==> src/rtl/prio_enc_pkg.sv <==
// prio_enc_pkg: shared edge-mode constants and index-width helper for prio_event_encoder.
package prio_enc_pkg;
   localparam int EDGE_LEVEL = 0;
   localparam int EDGE_RISE  = 1;
   function automatic int idx_width(input int n);
      return (n < 2) ? 1 : $clog2(n);
   endfunction
endpackage

==> src/rtl/prio_event_encoder_pick.sv <==
// prio_pick: combinational find-first-set starting at a pointer, wrapping from N-1 to 0.
module prio_pick #(
   parameter int N     = 8,
   parameter int IDX_W = 3
) (
   input  logic [N-1:0]     vec,
   input  logic [IDX_W-1:0] start,
   output logic             found,
   output logic [IDX_W-1:0] idx,
   output logic [N-1:0]     onehot
);
   int               j;
   logic [IDX_W-1:0] p;
   // Scan farthest-first so the hit nearest the start pointer is written last.
   always_comb begin
      found = 1'b0;
      idx   = '0;
      j     = 0;
      p     = '0;
      for (int i = N - 1; i >= 0; i--) begin
         j = int'(start) + i;
         j = (j >= N) ? j - N : j;
         p = IDX_W'(j);
         if (vec[p]) begin
            found = 1'b1;
            idx   = p;
         end
      end
      onehot = found ? (N'(1) << idx) : '0;
   end
endmodule

==> src/rtl/prio_event_encoder.sv <==
// prio_event_encoder: registered priority encoder with pending latches, masking and valid/ready output.
// Define PRIO_ROTATE_EN for round-robin priority; otherwise fixed priority with index 0 highest.
module prio_event_encoder
   import prio_enc_pkg::*;
#(
   parameter int  N     = 8,
   parameter int  EDGE  = EDGE_LEVEL,
   localparam int IDX_W = idx_width(N)
) (
   input  logic             clk,
   input  logic             rst_n,
   input  logic [N-1:0]     req,
   input  logic [N-1:0]     mask,
   output logic             out_valid,
   output logic [IDX_W-1:0] out_idx,
   input  logic             out_ready,
   output logic [N-1:0]     pending,
   output logic             any_req
);
   logic [N-1:0]     req_d, set_v, clr, elig, pick_oh, out_oh;
   logic [IDX_W-1:0] start, pick_idx;
   logic             hs, load, found;

   assign hs      = out_valid & out_ready;
   assign set_v   = (EDGE == EDGE_RISE) ? (req & ~req_d) : req;
   assign clr     = hs ? out_oh : '0;
   assign elig    = pending & ~mask & ~clr;
   assign load    = ~out_valid | hs;
   assign any_req = |(pending & ~mask);

`ifdef PRIO_ROTATE_EN
   logic [IDX_W-1:0] ptr;
   always_ff @(posedge clk or negedge rst_n)
      if (!rst_n) ptr <= '0;
      else if (hs) ptr <= (out_idx == IDX_W'(N - 1)) ? '0 : out_idx + 1'b1;
   assign start = ptr;
`else
   assign start = '0;
`endif

   prio_pick #(.N(N), .IDX_W(IDX_W)) u_pick (
      .vec(elig),
      .start(start),
      .found(found),
      .idx(pick_idx),
      .onehot(pick_oh)
   );

   // Set wins over clear on the same bit so a capture during its own handshake is kept.
   always_ff @(posedge clk or negedge rst_n)
      if (!rst_n) begin
         req_d     <= '0;
         pending   <= '0;
         out_valid <= 1'b0;
         out_idx   <= '0;
         out_oh    <= '0;
      end else begin
         req_d   <= req;
         pending <= (pending & ~clr) | set_v;
         if (load) begin
            out_valid <= found;
            if (found) begin
               out_idx <= pick_idx;
               out_oh  <= pick_oh;
            end
         end
      end
endmodule

==> config.mk <==
export PLATFORM = sky130hd
export DESIGN_NAME = prio_event_encoder
export DESIGN_NICKNAME = d
export VERILOG_FILES = /design/src/rtl/prio_enc_pkg.sv /design/src/rtl/prio_event_encoder_pick.sv /design/src/rtl/prio_event_encoder.sv
export SDC_FILE = /design/constraint.sdc
export NUM_CORES = 1
export LEC_CHECK = 0
export BUFFER_PORTS_ARGS = -buffer_cell sky130_fd_sc_hd__buf_2
export CORE_ASPECT_RATIO = 0.7
export CORE_MARGIN = 1
export CORE_UTILIZATION = 53
export CTS_BUF_LIST = sky130_fd_sc_hd__clkbuf_2
export CTS_CLUSTER_DIAMETER = 100
export CTS_CLUSTER_SIZE = 40
export DETAILED_ROUTE_END_ITERATION = 8
export PLACE_DENSITY = 0.81
export SLEW_MARGIN = 0
export SYNTH_ARGS = -nofsm -noshare
export SYNTH_HDL_FRONTEND = slang
export SYNTH_SLANG_ARGS = --single-unit
==> constraint.sdc <==
create_clock -name clk -period 1.7 [get_ports clk]
set_clock_uncertainty 0.15 [all_clocks]
set_input_delay 0.34 -clock clk [delete_from_list [all_inputs] [get_ports clk]]
set_output_delay 0.34 -clock clk [all_outputs]
set_load 0.05 [all_outputs]
; ---- Yosys cells after proc, flatten, opt, wreduce, memory -nomap -nowiden
; Cells that the tools add are included.
[totals]
reg_bits = 20
out_inout_bits = 13
elab_cells = 33
[classes]
shifts = 1
muxes = 17
bitwise = 9
reduce_logical = 2
[ops]
columns = operator, n
row1 = $and A8 B8 Y8, 3
row2 = $mux W3, 8
row3 = $not A8 Y8, 2
row4 = $mux W1, 8
row5 = $mux W8, 1
row6 = $or A8 B8 Y8, 1
row7 = $reduce_or A8 Y1, 1
row8 = $shl A1 B3 Y8 const A, 1
row9 = $reduce_and A2 Y1, 1
row10 = $and A1 B1 Y1, 1
row11 = $not A1 Y1, 1
row12 = $or A1 B1 Y1, 1

; ---- Depth between registers and ports, before layout
; Gate-level depths: netlist of the first run.
[depth]
ltp_word = 13
mapped_depth = 6

; ---- Cells and area by module
; Synthesis of the first run repeated with hierarchy kept, for this count alone.
[unflattened]
cells_unflattened = 203
hier_area_um2 = 2069.5
[by_module_without_submodules]
columns = mod, n_inst, cells_each, area_per_inst_um2, seq_area_each_um2
row1 = prio_pick, 1, 130, 1128.6, 0.0
row2 = prio_event_encoder, 1, 73, 940.9, 500.5

; ---- Least setup slack after synthesis of the first run
; Ideal clock, no wire load.
[synth_timing]
kind = flip-flop to output port
start = reg pending[0]
end = out any_req
t_arrival_ns = 1.460
t_required_ns = 1.210
slack_ns = -0.250
stages_incl_launch_ff = 4
n_path_buf = 0
cell_sequence = dfrtp_1 > and2b_2 > nor4_1 > nand2_1
[synth_between]
elab_chain_cells = 2
[synth_rtl]
columns = element, line
row1 = "start, declared", prio_event_encoder.sv:17  ; output logic [N-1:0] pending,
row2 = "start signal, assigned", prio_event_encoder.sv:59  ; pending <= (pending & ~clr) | set_v;
row3 = $and A8 B8 Y8, prio_event_encoder.sv:29  ; assign any_req = |(pending & ~mask);
row4 = $reduce_or A8 Y1, prio_event_encoder.sv:29
row5 = "end, declared", prio_event_encoder.sv:18  ; output logic any_req
; Every way passes these cells.

; ---- Worst setup path in the final report of the first run
[layout_timing]
start = reg pending[5]
end = out any_req
; The elaborated chain is that of the path after synthesis.

==> results of run 1 <==
-- repair_timing --
item / 4_1_cts / 5_1_grt
hold buffers: 1 / 1
pin swaps: 3 / 11
endpoints found under the setup margin: 2 / 14
buffers inserted: 5 / 5
cloned: 0 / 1
resized for setup: 8 / 12
endpoints found under the hold margin: 20 / 1
-- flip-flops by register name, summed over array words and instances, names as in the netlist --
register,flops
out_oh,8
pending,8
out_idx,3
out_valid,1
-- stage by stage --
stage                     hold slack (ns)  utilization [%]  total power [W]  std cells  setup TNS, ns
after floorplan                    -0.106                -         0.000795         95         -0.189
after global routing              -0.0160             86.9          0.00124        179          -2.58
final                             0.00826             86.9          0.00118        179          -1.63
after detailed placement            0.158             75.4         0.000911        162        -0.0418
after global placement              0.166             75.4         0.000902        162        -0.0281
after CTS                          0.0131             80.5          0.00114        172         -0.913
-- cell type report --
type                            instances  area (um2)
Clock buffer                            4        20.0
Fill cell                             102         250
Tap cell                               22        27.5
Sequential cell                        20         512
Inverter                                1        3.75
Multi-Input combinational cell         73         692
Timing Repair Buffer                   59         398
-- routing by layer --
layer  vias up  global-route usage [%]  wire length (um)
met2        60                    44.3              1470
met3         8                    5.81               209
met4         0                    7.32                44
li1        483                       -                 -
met5         -                       0                 0
met1       531                    33.3              1350
-- cell usage after synthesis (all sizes together) --
master and n:
a21o 8, a21oi 5, a22o 2, a22oi 4
a31oi 1, a32o 6, and2 1, and2b 7
and3 1, buf 2, dfrtp 20, inv 1
nand2 11, nand2b 1, nand3 9, nand3b 1
nand4 1, nor2 5, nor2b 2, nor4 2
o21ai 2, o2bb2ai 2, o31ai 1
-- power by group through the flow --
stage               clock, W  sequential, W  combinational (W)
floorplan                  0       0.000626           0.000169
detailed placement         0       0.000555           0.000357
CTS                 0.000214       0.000546           0.000378
finish              0.000210       0.000547           0.000425
global route        0.000237       0.000550           0.000450
global placement           0       0.000551           0.000351
-- worst paths after layout --
kind | start | endpoint | slack, ns
max | pending[5] | any_req | -0.34
min | req[3] | pending[3] | 0.008
max reg2reg | pending[5] | out_idx[0] | -0.16
min reg2reg | pending[0] | pending[0] | 0.37
max in group asynchronous | rst_n | out_valid | 0.72
min in group asynchronous | rst_n | pending[2] | 0.29
-- kinds of logic after synthesis --
family / count (synthesis)
DFF: 20
AOI/OAI and AO/OA: 31
and+or+nand+nor: 41
buffers and inverters: 3
-- worst max-delay path: stages (launching register included) --
cell and delay (ns):
dfrtp_2 0.45, and2b_2 0.22, nor4_2 0.29, nand2_2 0.09
buf_8 0.16
==> flow_metrics.py, run 1 <==
metrics = {
    "job": {
        "drv_cap": 0,
    },
    "floorplanning": {
        "start_util_pct": 57.5,
        "io_pins": 32,
        "fp-row-count": 13,
        "die_h_um": 40.0,
        "die_w_um": 56.3,
        "core_area_mm2": 0.00190,
        "die_area_mm2": 0.00225,
    },
    "pwr": {
        "ir_drop_mv": 0.734,
        "combPwrFrac_pct": 36.0,
        "p_leak_nw": 0.695,
        "internal_power_w": 0.000749,
        "p_clk_share_pct": 17.8,
        "p_sw_w": 0.000433,
        "pwr-share-seq_pct": 46.2,
        "powerDensity_mw_per_mm2": 715,
        "swShare_pct": 36.6,
    },
    "finish": {
        "syn2layout_area_growth_pct": 51.1,
        "layout-drive-gt1-share_pct": 66.9,
        "layout.cells.most_common": "buf_2",
        "final_area_mm2": 0.00165,
        "insertedDiodeCount": 0,
        "layout_common_cells": "buf_2, buf_4, dfrtp_1",
        "fin_nets": 177,
    },
    "global_route": {
        "grtUsageTotal_pct": 25.5,
        "grt_start_max_net_pins": 21,
        "grt_pass1_wl_mm": 4.06,
        "grt-ovfl-total": 0,
        "grt_antenna_before_repair": 0,
        "grt_pass1_vias": 858,
    },
    "drt": {
        "drc": 0,
        "drt-pass1-iter-count": 4,
        "wirelength_mm": 3.07,
        "wire_per_inst_um": 17.2,
        "avgViaCountPerCell": 6.04,
        "drtIter0Drc": 102,
        "ant_nets": 0,
        "vias": 1082,
    },
    "synth": {
        "syn-num-nets": 114,
        "synthMuxAreaShare_pct": 0,
        "synthAdderAreaFrac_pct": 0,
        "synth.ff_latch_count": 20,
        "synthTopCellsByArea": "dfrtp_1, a22oi_4, a32o_1, a21o_1, nand3_2",
        "avgSynthCellArea_um2": 11.5,
        "yosysWarnings": 0,
        "synth_xor_area_share_pct": 0,
        "synthSimpleGateAreaFrac_pct": 25.2,
        "synth_top_family_by_area": "compound AO/OA/AOI/OAI gates",
        "syn_inst": 95,
        "synth_largest_area_cell": "dfrtp_1",
        "syn_area_mm2": 0.00109,
        "synth_top_area_share_pct": 45.8,
        "ys_types": 30,
        "synth-compound-area-share_pct": 26.7,
        "yosysSeqAreaShare_pct": 45.8,
    },
    "setup_path": {
        "arrival_ns": 1.55,
        "cp.required_ns": 1.21,
        "r2r_cells": 6,
        "crit_type": "reg2out",
        "setup.worst_path.end_class": "output pin",
        "path_max_fanout": 2,
        "critPathLaunchType": "flip-flop",
    },
    "placed_design": {
        "pre_cts_ws_ns": -0.0338,
        "io_buffer_count": 31,
        "placed_area_mm2": 0.00144,
        "dp_hpwl_mm": 2.01,
        "globalplace.congestion": 0.791,
    },
    "sta": {
        "hold_viol": 0,
        "tightestPinTransition_ns": 0.460,
        "setup_slack_ns": -0.336,
        "relSlewSlack_pct": 69.3,
        "setup_viol": 13,
        "finalCritPeriodShare_pct": 120,
        "slew_violations": 0,
        "rsz0062_at_grt": "yes",
        "max_freq_mhz": 491,
        "fin_crit_ns": 2.04,
    },
    "clock_tree": {
        "cts_buffer_depth": 2,
        "cts_root_buf": "clkbuf_2",
        "cts.sinks": 20,
        "cts_buffers": 3,
        "clkSlewWorstSetupHoldPaths_ns": 0.21,
        "htreeDepth": 1,
        "clock_latency_ns": 0.34,
        "cts_tree": "built",
    },
    "hold_path": {
        "hp-class": "in2reg",
        "whs_path_depth": 2,
    },
    "run_status": {
        "status": "finished with violations",
        "violations": "setup timing",
    },
}
No activity file was read; power rests on OpenSTA's default activity.
==> inputs of run 2 (changes only) <==
- HOLD_SLACK_MARGIN: not set -> 0.05
- SLEW_MARGIN: 0 -> 30
==> run 2 against run 1 <==
The run still ends with setup timing left. Worst setup slack lost 0.0018 ns. Sequential share of layout area shrank 0.82 points. Combinational power grew 3%. Worst hold slack gained 0.064 ns. Maximum frequency is essentially flat. Final area grew 2.7%. Via count grew 3.2%. Register-to-register slack lost 0.02 ns. First-iteration DRC count shrank 53%. Critical path type unchanged.
==> flow_metrics.py, run 2 (same netlist as run 1, synthesis figures left out) <==
metrics = {
    "run_status": {
        "status": "finished with violations",
        "violations": "setup timing",
    },
    "drt": {
        "drt-pass1-iter-count": 4,
        "avgViaCountPerCell": 6.07,
        "ant_nets": 0,
        "wire_per_inst_um": 18.7,
        "drtIter0Drc": 48,
        "vias": 1117,
        "wirelength_mm": 3.44,
        "drc": 0,
    },
    "finish": {
        "syn2layout_area_growth_pct": 55.3,
        "fillerInstances": 90,
        "insertedDiodeCount": 0,
        "layout_common_cells": "buf_2, buf_4, dfrtp_1",
        "instances_no_fill": 184,
        "layout.cells.most_common": "buf_2",
        "fin_nets": 182,
        "largestRegisters": "out_oh x8, pending x8, out_idx x3",
        "layout-drive-gt1-share_pct": 64.8,
    },
    "sta": {
        "setup_slack_ns": -0.338,
        "setup_viol": 12,
        "finalCritPeriodShare_pct": 120,
        "hold_viol": 0,
        "slew_violations": 0,
        "fin_crit_ns": 2.04,
        "relSlewSlack_pct": 69.7,
        "tightestPinTransition_ns": 0.454,
        "finalSetupTns_ns": -1.68,
        "rsz0062_at_grt": "yes",
        "max_freq_mhz": 491,
        "holdWs_ns": 0.0720,
    },
    "placed_design": {
        "io_buffer_count": 31,
        "placed_cells": 162,
        "pre_cts_ws_ns": -0.0338,
        "dp_hpwl_mm": 2.01,
        "globalplace.congestion": 0.791,
    },
    "clock_tree": {
        "cts_tree": "built",
        "cts.sinks": 20,
        "clock_latency_ns": 0.34,
        "cts_root_buf": "clkbuf_2",
        "cts_buffer_depth": 2,
        "htreeDepth": 1,
        "clkSlewWorstSetupHoldPaths_ns": 0.21,
        "cts_buffers": 3,
    },
    "global_route": {
        "grt-ovfl-total": 0,
        "grtUsageTotal_pct": 26.4,
        "grt_pass1_wl_mm": 4.20,
        "grt_antenna_before_repair": 0,
        "grt_pass1_vias": 907,
        "grt_start_max_net_pins": 21,
    },
    "setup_path": {
        "cp.required_ns": 1.21,
        "critPathLaunchType": "flip-flop",
        "cp_top_family": "simple AND/OR/NAND/NOR gates",
        "path_max_fanout": 2,
        "crit_type": "reg2out",
        "critical_path.cell_chain": "and2b_2 -> nor4_2 -> nand2_2 -> buf_8",
        "arrival_ns": 1.55,
        "setup.worst_path.end_class": "output pin",
        "critPathSlowestCell": "dfrtp_2",
        "cp_slowest_stage_delay_ns": 0.45,
        "path_buf_inv": 1,
    },
    "pwr": {
        "powerDensity_mw_per_mm2": 705,
        "ir_drop_mv": 0.744,
        "p_leak_nw": 0.720,
    },
    "hold_path": {
        "hp-class": "in2reg",
    },
    "floorplanning": {
        "core_area_mm2": 0.00190,
        "io_pins": 32,
        "die_area_mm2": 0.00225,
        "fp-row-count": 13,
        "start_util_pct": 57.5,
        "die_w_um": 56.3,
        "die_h_um": 40.0,
    },
    "job": {
        "drv_cap": 0,
    },
}
-- run 2: changes by cell type in the layout (fill, tap and decap cells not counted), sizes merged --
| cell | previous run | this run |
|---|---|---|
| dlygate4sd3 | 2 | 8 |
| buf | 57 | 56 |
-- run 2: area by class of cell --
cell class	instances	area, um2	share of cell area, %
multi-input cells	73	684	40.3
flip-flops and latches	20	512	30.1
repair buffers	64	450	26.5
well taps	22	27.5	1.62
clock buffers	4	20.0	1.18
inverters	1	3.75	0.221
-- run 2: repair_timing --
action,CTS,global route
pin swaps,3,11
endpoints found under the setup margin,2,14
endpoints found under the hold margin,27,0
resized for setup,8,12
buffers inserted,5,4
hold buffers,8,0
cloned,0,1
-- run 2: worst paths after layout --
check                             endpoint       start  cells after the start  slack, ns
worst max-delay path               any_req  pending[5]                      4      -0.34
worst min-delay path            pending[7]      req[7]                      2       0.07
worst max register to register   out_oh[7]  pending[5]                      6      -0.18
worst min register to register  pending[0]  pending[0]                      1       0.37
max in group asynchronous        out_valid       rst_n                      2       0.73
min in group asynchronous       pending[1]       rst_n                      2       0.28
-- run 2: through the flow --
stage / utilization [%] / instance area, um2 / total power [W]
2_1_floorplan: - / 1160 / 0.000795
3_3_place_gp: 75.4 / 1440 / 0.000902
3_5_place_dp: 75.4 / 1440 / 0.000911
4_1_cts: 84.2 / 1600 / 0.00115
5_1_grt: 89.2 / 1700 / 0.00125
6_report: 89.2 / 1700 / 0.00120
-- run 2: per-layer routing --
| layer | global-route usage [%] | up-vias | wire length, um |
|---|---|---|---|
| li1 | - | 495 | - |
| met1 | 32.3 | 547 | 1390 |
| met2 | 45.5 | 61 | 1720 |
| met3 | 8.06 | 14 | 229 |
| met4 | 11.0 | 0 | 94 |
| met5 | 0 | - | 0 |
-- run 2: report_power, final --
group	total, W	switching (W)	internal [W]
clock network	0.000211	0.000149	0.0000622
registers	0.000548	0.0000327	0.000515
logic	0.000439	0.000261	0.000178
